==> config.mk <==
export PLATFORM = sky130hd
export DESIGN_NAME = ov7670_dvp_emulator_flat
export DESIGN_NICKNAME = d
export VERILOG_FILES = /design/src/rtl/ov7670_dvp_emulator_if.sv /design/src/rtl/ov7670_dvp_emulator.sv /design/src/flat_wrapper.sv
export SDC_FILE = /design/constraint.sdc
export NUM_CORES = 1
export LEC_CHECK = 0
export ABC_AREA = 1
export CAP_MARGIN = 20
export CORE_MARGIN = 2
export CORE_UTILIZATION = 45
export CTS_CLUSTER_SIZE = 30
export DETAILED_ROUTE_END_ITERATION = 16
export PLACE_DENSITY_LB_ADDON = 0.05
export SETUP_SLACK_MARGIN = 0.3
export SLEW_MARGIN = 5
export SYNTH_ARGS = -nofsm -noshare
export SYNTH_HDL_FRONTEND = slang
export SYNTH_SLANG_ARGS = --single-unit
export TNS_END_PERCENT = 10
==> constraint.sdc <==
create_clock -name PixelClk -period 3.2 [get_ports PixelClk]
set_input_delay 0.96 -clock PixelClk [delete_from_list [all_inputs] [get_ports PixelClk]]
set_output_delay 0.96 -clock PixelClk [all_outputs]
set_load 0.02 [all_outputs]
==> src/rtl/ov7670_dvp_emulator_if.sv <==
// DVP pixel bus between the OV7670 emulator (master) and a capture block (slave).
interface ov7670_dvp_emulator_if;
    logic       cam_vsync;
    logic       href;
    logic [7:0] p_data;

    modport master (output cam_vsync, href, p_data);
    modport slave  (input  cam_vsync, href, p_data);
endinterface

==> src/rtl/ov7670_dvp_emulator.sv <==
// OV7670 DVP transmitter emulator producing RGB565 test patterns, high byte first.
// Define CAM_EMU_FRAME_TAG_EN to replace pixel (0,0) of each frame with frame_count.
//
// state    | meaning
// ---------+----------------------------------------------------------
// S_IDLE   | outputs low, waiting for enable
// S_VSYNC  | cam_vsync high for VSYNC_LINES line periods
// S_VBP    | V_BACK_PORCH blank line periods
// S_ACTIVE | FRAME_HEIGHT lines of 2*FRAME_WIDTH bytes plus H_BLANK gap
// S_VFP    | V_FRONT_PORCH blank line periods
module ov7670_dvp_emulator #(
    parameter int FRAME_WIDTH   = 640,
    parameter int FRAME_HEIGHT  = 480,
    parameter int H_BLANK       = 144,
    parameter int VSYNC_LINES   = 3,
    parameter int V_BACK_PORCH  = 17,
    parameter int V_FRONT_PORCH = 10
) (
    input  logic                         PixelClk,
    input  logic                         nRST,
    input  logic                         enable,
    input  logic [1:0]                   pattern_mode,
    input  logic [15:0]                  solid_color,
    ov7670_dvp_emulator_if.master        dvp,
    output logic                         frame_start,
    output logic [15:0]                  frame_count,
    output logic                         busy
);
    localparam int LP        = 2 * FRAME_WIDTH + H_BLANK;
    localparam int COL_W     = $clog2(LP);
    localparam int MAX_A     = (VSYNC_LINES > FRAME_HEIGHT) ? VSYNC_LINES : FRAME_HEIGHT;
    localparam int MAX_B     = (V_BACK_PORCH > V_FRONT_PORCH) ? V_BACK_PORCH : V_FRONT_PORCH;
    localparam int MAX_L     = (MAX_A > MAX_B) ? MAX_A : MAX_B;
    localparam int LINE_W    = (MAX_L > 1) ? $clog2(MAX_L) : 1;
    localparam int BAR_W     = FRAME_WIDTH / 8;
    localparam int BP_W      = (BAR_W > 1) ? $clog2(BAR_W) : 1;

    localparam logic [COL_W-1:0]  COL_LAST = COL_W'(LP - 1);
    localparam logic [COL_W-1:0]  COL_ACT  = COL_W'(2 * FRAME_WIDTH);
    localparam logic [LINE_W-1:0] VS_LAST  = LINE_W'(VSYNC_LINES - 1);
    localparam logic [LINE_W-1:0] VBP_LAST = LINE_W'((V_BACK_PORCH > 0) ? V_BACK_PORCH - 1 : 0);
    localparam logic [LINE_W-1:0] ACT_LAST = LINE_W'(FRAME_HEIGHT - 1);
    localparam logic [LINE_W-1:0] VFP_LAST = LINE_W'((V_FRONT_PORCH > 0) ? V_FRONT_PORCH - 1 : 0);
    localparam logic [BP_W-1:0]   BP_LAST  = BP_W'(BAR_W - 1);

    typedef enum logic [2:0] {S_IDLE, S_VSYNC, S_VBP, S_ACTIVE, S_VFP} state_t;

    state_t              state, state_n;
    logic [COL_W-1:0]    col, col_n;
    logic [LINE_W-1:0]   line, line_n, last_line;
    logic [BP_W-1:0]     bar_pix, bar_pix_n;
    logic [2:0]          bar_idx, bar_idx_n;
    logic [1:0]          mode_q;
    logic [15:0]         solid_q;
    logic                start, frame_done, act_n;
    logic [15:0]         x, y, pix;

    // Next-cycle position; outputs are registered from these so they line up with the state.
    always_comb begin
        state_n    = state;
        col_n      = col;
        line_n     = line;
        start      = 1'b0;
        frame_done = 1'b0;
        case (state)
            S_VSYNC:  last_line = VS_LAST;
            S_VBP:    last_line = VBP_LAST;
            S_ACTIVE: last_line = ACT_LAST;
            S_VFP:    last_line = VFP_LAST;
            default:  last_line = '0;
        endcase
        if (state == S_IDLE) begin
            if (enable) begin
                state_n = S_VSYNC;
                start   = 1'b1;
            end
        end else if (col != COL_LAST) begin
            col_n = col + 1'b1;
        end else begin
            col_n = '0;
            if (line != last_line) begin
                line_n = line + 1'b1;
            end else begin
                line_n = '0;
                case (state)
                    S_VSYNC:  state_n = (V_BACK_PORCH > 0) ? S_VBP : S_ACTIVE;
                    S_VBP:    state_n = S_ACTIVE;
                    S_ACTIVE: if (V_FRONT_PORCH > 0) state_n = S_VFP;
                              else frame_done = 1'b1;
                    default:  frame_done = 1'b1;
                endcase
                if (frame_done) begin
                    state_n = enable ? S_VSYNC : S_IDLE;
                    start   = enable;
                end
            end
        end
    end

    // Colour bar index tracked by a per-pixel counter instead of dividing the column.
    always_comb begin
        bar_pix_n = bar_pix;
        bar_idx_n = bar_idx;
        if (col_n == '0) begin
            bar_pix_n = '0;
            bar_idx_n = '0;
        end else if (!col_n[0] && col_n < COL_ACT) begin
            if (bar_pix == BP_LAST) begin
                bar_pix_n = '0;
                bar_idx_n = bar_idx + 3'd1;
            end else begin
                bar_pix_n = bar_pix + 1'b1;
            end
        end
    end

    always_comb begin
        act_n = (state_n == S_ACTIVE) && (col_n < COL_ACT);
        x     = 16'(col_n >> 1);
        y     = 16'(line_n);
        case (mode_q)
            2'd0: pix = x + (y << 8);
            2'd1: begin
                case (bar_idx_n)
                    3'd0:    pix = 16'hFFFF;
                    3'd1:    pix = 16'hFFE0;
                    3'd2:    pix = 16'h07FF;
                    3'd3:    pix = 16'h07E0;
                    3'd4:    pix = 16'hF81F;
                    3'd5:    pix = 16'hF800;
                    3'd6:    pix = 16'h001F;
                    default: pix = 16'h0000;
                endcase
            end
            2'd2:    pix = solid_q;
            default: pix = (x[4] ^ y[4]) ? 16'hFFFF : 16'h0000;
        endcase
`ifdef CAM_EMU_FRAME_TAG_EN
        if (col_n < COL_W'(2) && line_n == '0) pix = frame_count;
`else
`endif
    end

    always_ff @(posedge PixelClk or negedge nRST) begin
        if (!nRST) begin
            state         <= S_IDLE;
            col           <= '0;
            line          <= '0;
            bar_pix       <= '0;
            bar_idx       <= '0;
            mode_q        <= '0;
            solid_q       <= '0;
            frame_start   <= 1'b0;
            frame_count   <= '0;
            busy          <= 1'b0;
            dvp.cam_vsync <= 1'b0;
            dvp.href      <= 1'b0;
            dvp.p_data    <= '0;
        end else begin
            state         <= state_n;
            col           <= col_n;
            line          <= line_n;
            bar_pix       <= bar_pix_n;
            bar_idx       <= bar_idx_n;
            frame_start   <= start;
            busy          <= (state_n != S_IDLE);
            dvp.cam_vsync <= (state_n == S_VSYNC);
            dvp.href      <= act_n;
            dvp.p_data    <= act_n ? (col_n[0] ? pix[7:0] : pix[15:8]) : 8'h00;
            if (start) begin
                frame_count <= frame_count + 16'd1;
                mode_q      <= pattern_mode;
                solid_q     <= solid_color;
            end
        end
    end
endmodule

==> src/flat_wrapper.sv <==
// flat-port wrapper written by rule: the top's interface ports become plain ports
module ov7670_dvp_emulator_flat 
#(
    parameter int FRAME_WIDTH   = 640,
    parameter int FRAME_HEIGHT  = 480,
    parameter int H_BLANK       = 144,
    parameter int VSYNC_LINES   = 3,
    parameter int V_BACK_PORCH  = 17,
    parameter int V_FRONT_PORCH = 10
)
  (PixelClk, nRST, enable, pattern_mode, solid_color, frame_start, frame_count, busy, dvp_cam_vsync, dvp_href, dvp_p_data);
  ov7670_dvp_emulator_if dvp_i ();
  input  logic PixelClk;
  input  logic nRST;
  input  logic enable;
  input  logic [1:0] pattern_mode;
  input  logic [15:0] solid_color;
  output logic frame_start;
  output logic [15:0] frame_count;
  output logic busy;
  output wire logic [$bits(dvp_i.cam_vsync)-1:0] dvp_cam_vsync;
  output wire logic [$bits(dvp_i.href)-1:0] dvp_href;
  output wire logic [$bits(dvp_i.p_data)-1:0] dvp_p_data;
  assign dvp_cam_vsync = dvp_i.cam_vsync;
  assign dvp_href = dvp_i.href;
  assign dvp_p_data = dvp_i.p_data;
  ov7670_dvp_emulator #(.FRAME_WIDTH(FRAME_WIDTH), .FRAME_HEIGHT(FRAME_HEIGHT), .H_BLANK(H_BLANK), .VSYNC_LINES(VSYNC_LINES), .V_BACK_PORCH(V_BACK_PORCH), .V_FRONT_PORCH(V_FRONT_PORCH)) u_core (.PixelClk(PixelClk), .nRST(nRST), .enable(enable), .pattern_mode(pattern_mode), .solid_color(solid_color), .dvp(dvp_i), .frame_start(frame_start), .frame_count(frame_count), .busy(busy));
endmodule
==> out/results.txt <==
Final GP Congestion - 0.876
I/O pin total - 49
Die Height - 104 µm
Total global routing track utilization - 20.8%
Arr. time, crit path - 3.07 ns
Number of enable-type register cells in the synthesized netlist - 0
Synth warnings - 0
Leading area contributor after synthesis - sky130_fd_sc_hd__dfrtp_1
Maximum number of pins on one net before global-route repair - 42
Slew Limit Headroom - 62.3%
Critical path start-end classification - flip-flop to flip-flop
Avg Inst Size Synth - 7.68 µm²
Clock network latency to the later pin of the worst-skew pair - 0.35 ns
Shortest clock period the worst path allows after layout - 2.78 ns
Post-synthesis instance area - 4470 µm²
Count of state elements after synthesis - 79
Initial standard-cell utilization of the core - 45.9%
Detailed Routing Iterations Pass 1 - 5
Worst hold path depth - 2
Die Area - 10700 µm²
Setup repair after global routing missed its margin - yes
Maximum net fanout on the critical path - 7
Routed vias - 4023
Overall routed net length - 10700 µm
Number of cells produced by synthesis - 582
Crit path launch type - flip-flop
Via density per instance - 5.09
Mean routed wirelength per cell - 13.6 µm
Number of antenna repair diodes - 0
Critical path capture point type - flip-flop
Area used by multi-input combinational logic - 2200 µm²
Cell area power density - 610 nW/µm²
Max Root-Sink Buffers - 2
Most frequent cell after synthesis - sky130_fd_sc_hd__nand2_1
Setup clock skew after layout - 0.0104 ns
Final period utilization - 87.0%
Async SR Flop Fraction - 100%
Setup violations, final - 0
H-tree levels - 3
Area of the core - 9730 µm²
Most frequent cells after synthesis - sky130_fd_sc_hd__nand2_1 (166), sky130_fd_sc_hd__dfrtp_1 (79), sky130_fd_sc_hd__inv_1 (74), sky130_fd_sc_hd__nor2_1 (46), sky130_fd_sc_hd__nand3_1 (39)
Finished layout cell area - 5560 µm²
Max-Cap Viols - 0
Synthesis-to-layout area growth - 24.4%
CTS tree - yes
Clock-pin slew of the registers on the worst-case setup and hold paths - 0.08 ns
Vias in the first global route - 3771
Total Neg Setup Slack - 0 ns
Number of nets at the end of the flow - 682
Maximum vdd drop - 343 µV
Number of design-rule violations left by the first detailed-router iteration - 223
Most used flip-flop cell after synthesis - sky130_fd_sc_hd__dfrtp_1
Number of buffers created by CTS - 9
Placed cell areas - 5090 µm²
Synthesized Nets - 611
DP Wirelength - 7890 µm
Root Buffer - sky130_fd_sc_hd__clkbuf_8
TritonCTS Sinks - 79
DRC - 0
Slew at the pin closest to its max-slew limit - 0.563 ns
First-pass GRT wire length - 18300 µm
Std cell rows - 36
Hold Violations, Final - 0
Yosys cell types - 41
Count of cells along the worst register-to-register path - 21
Fraction of layout instances using a drive strength above 1 - 15.1%
Maximum clock frequency - 359 MHz
Synth area leaders - sky130_fd_sc_hd__dfrtp_1 (44%), sky130_fd_sc_hd__nand2_1 (14%), sky130_fd_sc_hd__inv_1 (6.2%)
Antenna violations before repair - 0
Fin. max-slew vios - 0
Worst hold-check path type - flip-flop to flip-flop
Register area share after synthesis - 44.2%
Count of buffers from port buffering - 48
GRT Residual Overflow - 0
Run status - finished clean
Layout fillers - 956
Fraction of post-synthesis cell area in the top cell type by area - 44.2%
Hold-fix buffers, CTS - 0
Pleak - 2.74 nW
Required arrival time at the worst endpoint - 3.49 ns
Number of nets with antenna violations after detailed routing - 0
Width of the chip - 104 µm
Sequential cell area in the final layout - 1980 µm²
state kept, by name (all words and copies together), names as in the netlist:
signal	flops
u_core.bar_idx	3
u_core.bar_pix	7
u_core.busy	1
u_core.col	11
u_core.dvp.cam_vsync	1
u_core.dvp.href	1
u_core.dvp.p_data	8
u_core.frame_count	16
u_core.frame_start	1
u_core.line	9
u_core.mode_q	2
u_core.solid_q	16
u_core.state	3
cells by family after synthesis:
kind of cell | share of synthesized area (%)
fa+ha+maj | 2.41
flops | 44.2
xor+xnor | 4.12
simple gates | 32.1
compound gates | 8.48
buf+inv | 8.68
cells in the final DEF, fill, tap and decap left out, types with 2 or more instances in the layout:
master,Yosys,routed
sky130_fd_sc_hd__dfrtp_1,79,76
sky130_fd_sc_hd__buf_4,1,21
sky130_fd_sc_hd__nor2_2,7,9
sky130_fd_sc_hd__nor3_2,2,2
sky130_fd_sc_hd__dfrtp_2,0,3
sky130_fd_sc_hd__o21ai_0,30,29
sky130_fd_sc_hd__nand2_4,2,3
sky130_fd_sc_hd__clkbuf_8,0,12
sky130_fd_sc_hd__nor2_4,4,7
sky130_fd_sc_hd__xor2_1,11,11
sky130_fd_sc_hd__o22ai_1,4,3
sky130_fd_sc_hd__nand2_2,9,10
sky130_fd_sc_hd__clkinv_1,4,4
sky130_fd_sc_hd__nand3b_1,7,7
sky130_fd_sc_hd__xnor2_1,10,10
sky130_fd_sc_hd__ha_1,7,6
sky130_fd_sc_hd__inv_4,0,3
sky130_fd_sc_hd__nand3_1,39,34
sky130_fd_sc_hd__clkdlybuf4s50_1,0,47
sky130_fd_sc_hd__nand3_2,3,7
sky130_fd_sc_hd__nand4_1,18,18
sky130_fd_sc_hd__a21oi_1,15,14
sky130_fd_sc_hd__nand4_2,2,2
sky130_fd_sc_hd__o21ai_1,10,9
sky130_fd_sc_hd__o21ai_2,0,2
sky130_fd_sc_hd__inv_1,74,72
sky130_fd_sc_hd__nor2_1,46,41
sky130_fd_sc_hd__nand2_1,166,164
sky130_fd_sc_hd__bufinv_16,0,2
sky130_fd_sc_hd__o41ai_1,2,2
sky130_fd_sc_hd__inv_2,8,7
worst max-delay path, stage by stage (launching register included):
cell,delay (ns)
sky130_fd_sc_hd__dfrtp_2,0.45
sky130_fd_sc_hd__inv_4,0.12
sky130_fd_sc_hd__nand2_1,0.11
sky130_fd_sc_hd__o21ai_1,0.16
sky130_fd_sc_hd__nor2_1,0.10
sky130_fd_sc_hd__nand2_2,0.10
sky130_fd_sc_hd__inv_4,0.05
sky130_fd_sc_hd__nor2_4,0.08
sky130_fd_sc_hd__nand2_1,0.06
sky130_fd_sc_hd__o21ai_2,0.08
sky130_fd_sc_hd__ha_2,0.21
sky130_fd_sc_hd__inv_2,0.04
sky130_fd_sc_hd__fa_2,0.36
sky130_fd_sc_hd__inv_2,0.06
sky130_fd_sc_hd__nand4_1,0.13
sky130_fd_sc_hd__nor2_2,0.18
sky130_fd_sc_hd__nand2_1,0.07
sky130_fd_sc_hd__nand2_1,0.07
sky130_fd_sc_hd__nand3_2,0.07
sky130_fd_sc_hd__nand3_2,0.10
sky130_fd_sc_hd__nand2_1,0.05
sky130_fd_sc_hd__nor2_1,0.10
per-stage QoR:
| step | power, mW | worst slack [ns] | hold WS, ns | util [%] | std cells |
|---|---|---|---|---|---|
| 6_report | 3.39 | 0.416 | 0.480 | 57.2 | 790 |
| 5_1_grt | 3.65 | 0.219 | 0.499 | 57.2 | 790 |
| 4_1_cts | 3.36 | 0.327 | 0.481 | 54.7 | 774 |
| 3_5_place_dp | 2.49 | 0.271 | 0.462 | 52.4 | 759 |
| 3_3_place_gp | 2.48 | 0.411 | 0.456 | 52.4 | 759 |
| 2_1_floorplan | 2.13 | 0.627 | 0.437 | - | 582 |
per-layer routing:
metal / GRT usage [%] / routed length (µm) / share of wire [%] / vias up
met3: 2.89 / 533 / 5.0 / 16
met1: 29.7 / 5090 / 47 / 1905
met5: 0 / 0 / 0 / -
li1: - / - / - / 2002
met2: 31.8 / 4900 / 46 / 100
met4: 8.69 / 216 / 2.0 / 0
where the power goes:
group          leakage [nW]  switching, mW  internal [mW]
Sequential             1.02          0.155           1.20
Clock                 0.118          0.349          0.498
Combinational          1.61          0.747          0.441
final timing paths:
| kind | startpoint | end | slack, ns |
|---|---|---|---|
| worst min register to register | u_core.solid_q[13] | u_core.solid_q[13] | 0.48 |
| worst max-delay path | u_core.state[2] | u_core.dvp.p_data[6] | 0.42 |
| min in group asynchronous | nRST | u_core.col[2] | 0.59 |
| worst min-delay path | u_core.solid_q[13] | u_core.solid_q[13] | 0.48 |
| max in group asynchronous | nRST | u_core.state[1] | 1.92 |
| worst max register to register | u_core.state[2] | u_core.dvp.p_data[6] | 0.42 |
cell type report:
class,count,area share (%)
clock buffer,12,2.97
clock inverter,3,1.17
multi-input combinational,407,39.6
sequential,79,35.6
timing repair buffer,70,11.7
inverter,86,5.94
tap,133,2.99
what timing repair did:
| item | 4_1_cts | 5_1_grt |
|---|---|---|
| buffers inserted | 0 | 16 |
| endpoints found under the setup margin | 1 | 7 |
| gates resized for setup | 2 | 32 |
| pin swaps | 0 | 15 |
No activity file was read; power rests on OpenSTA's default activity.
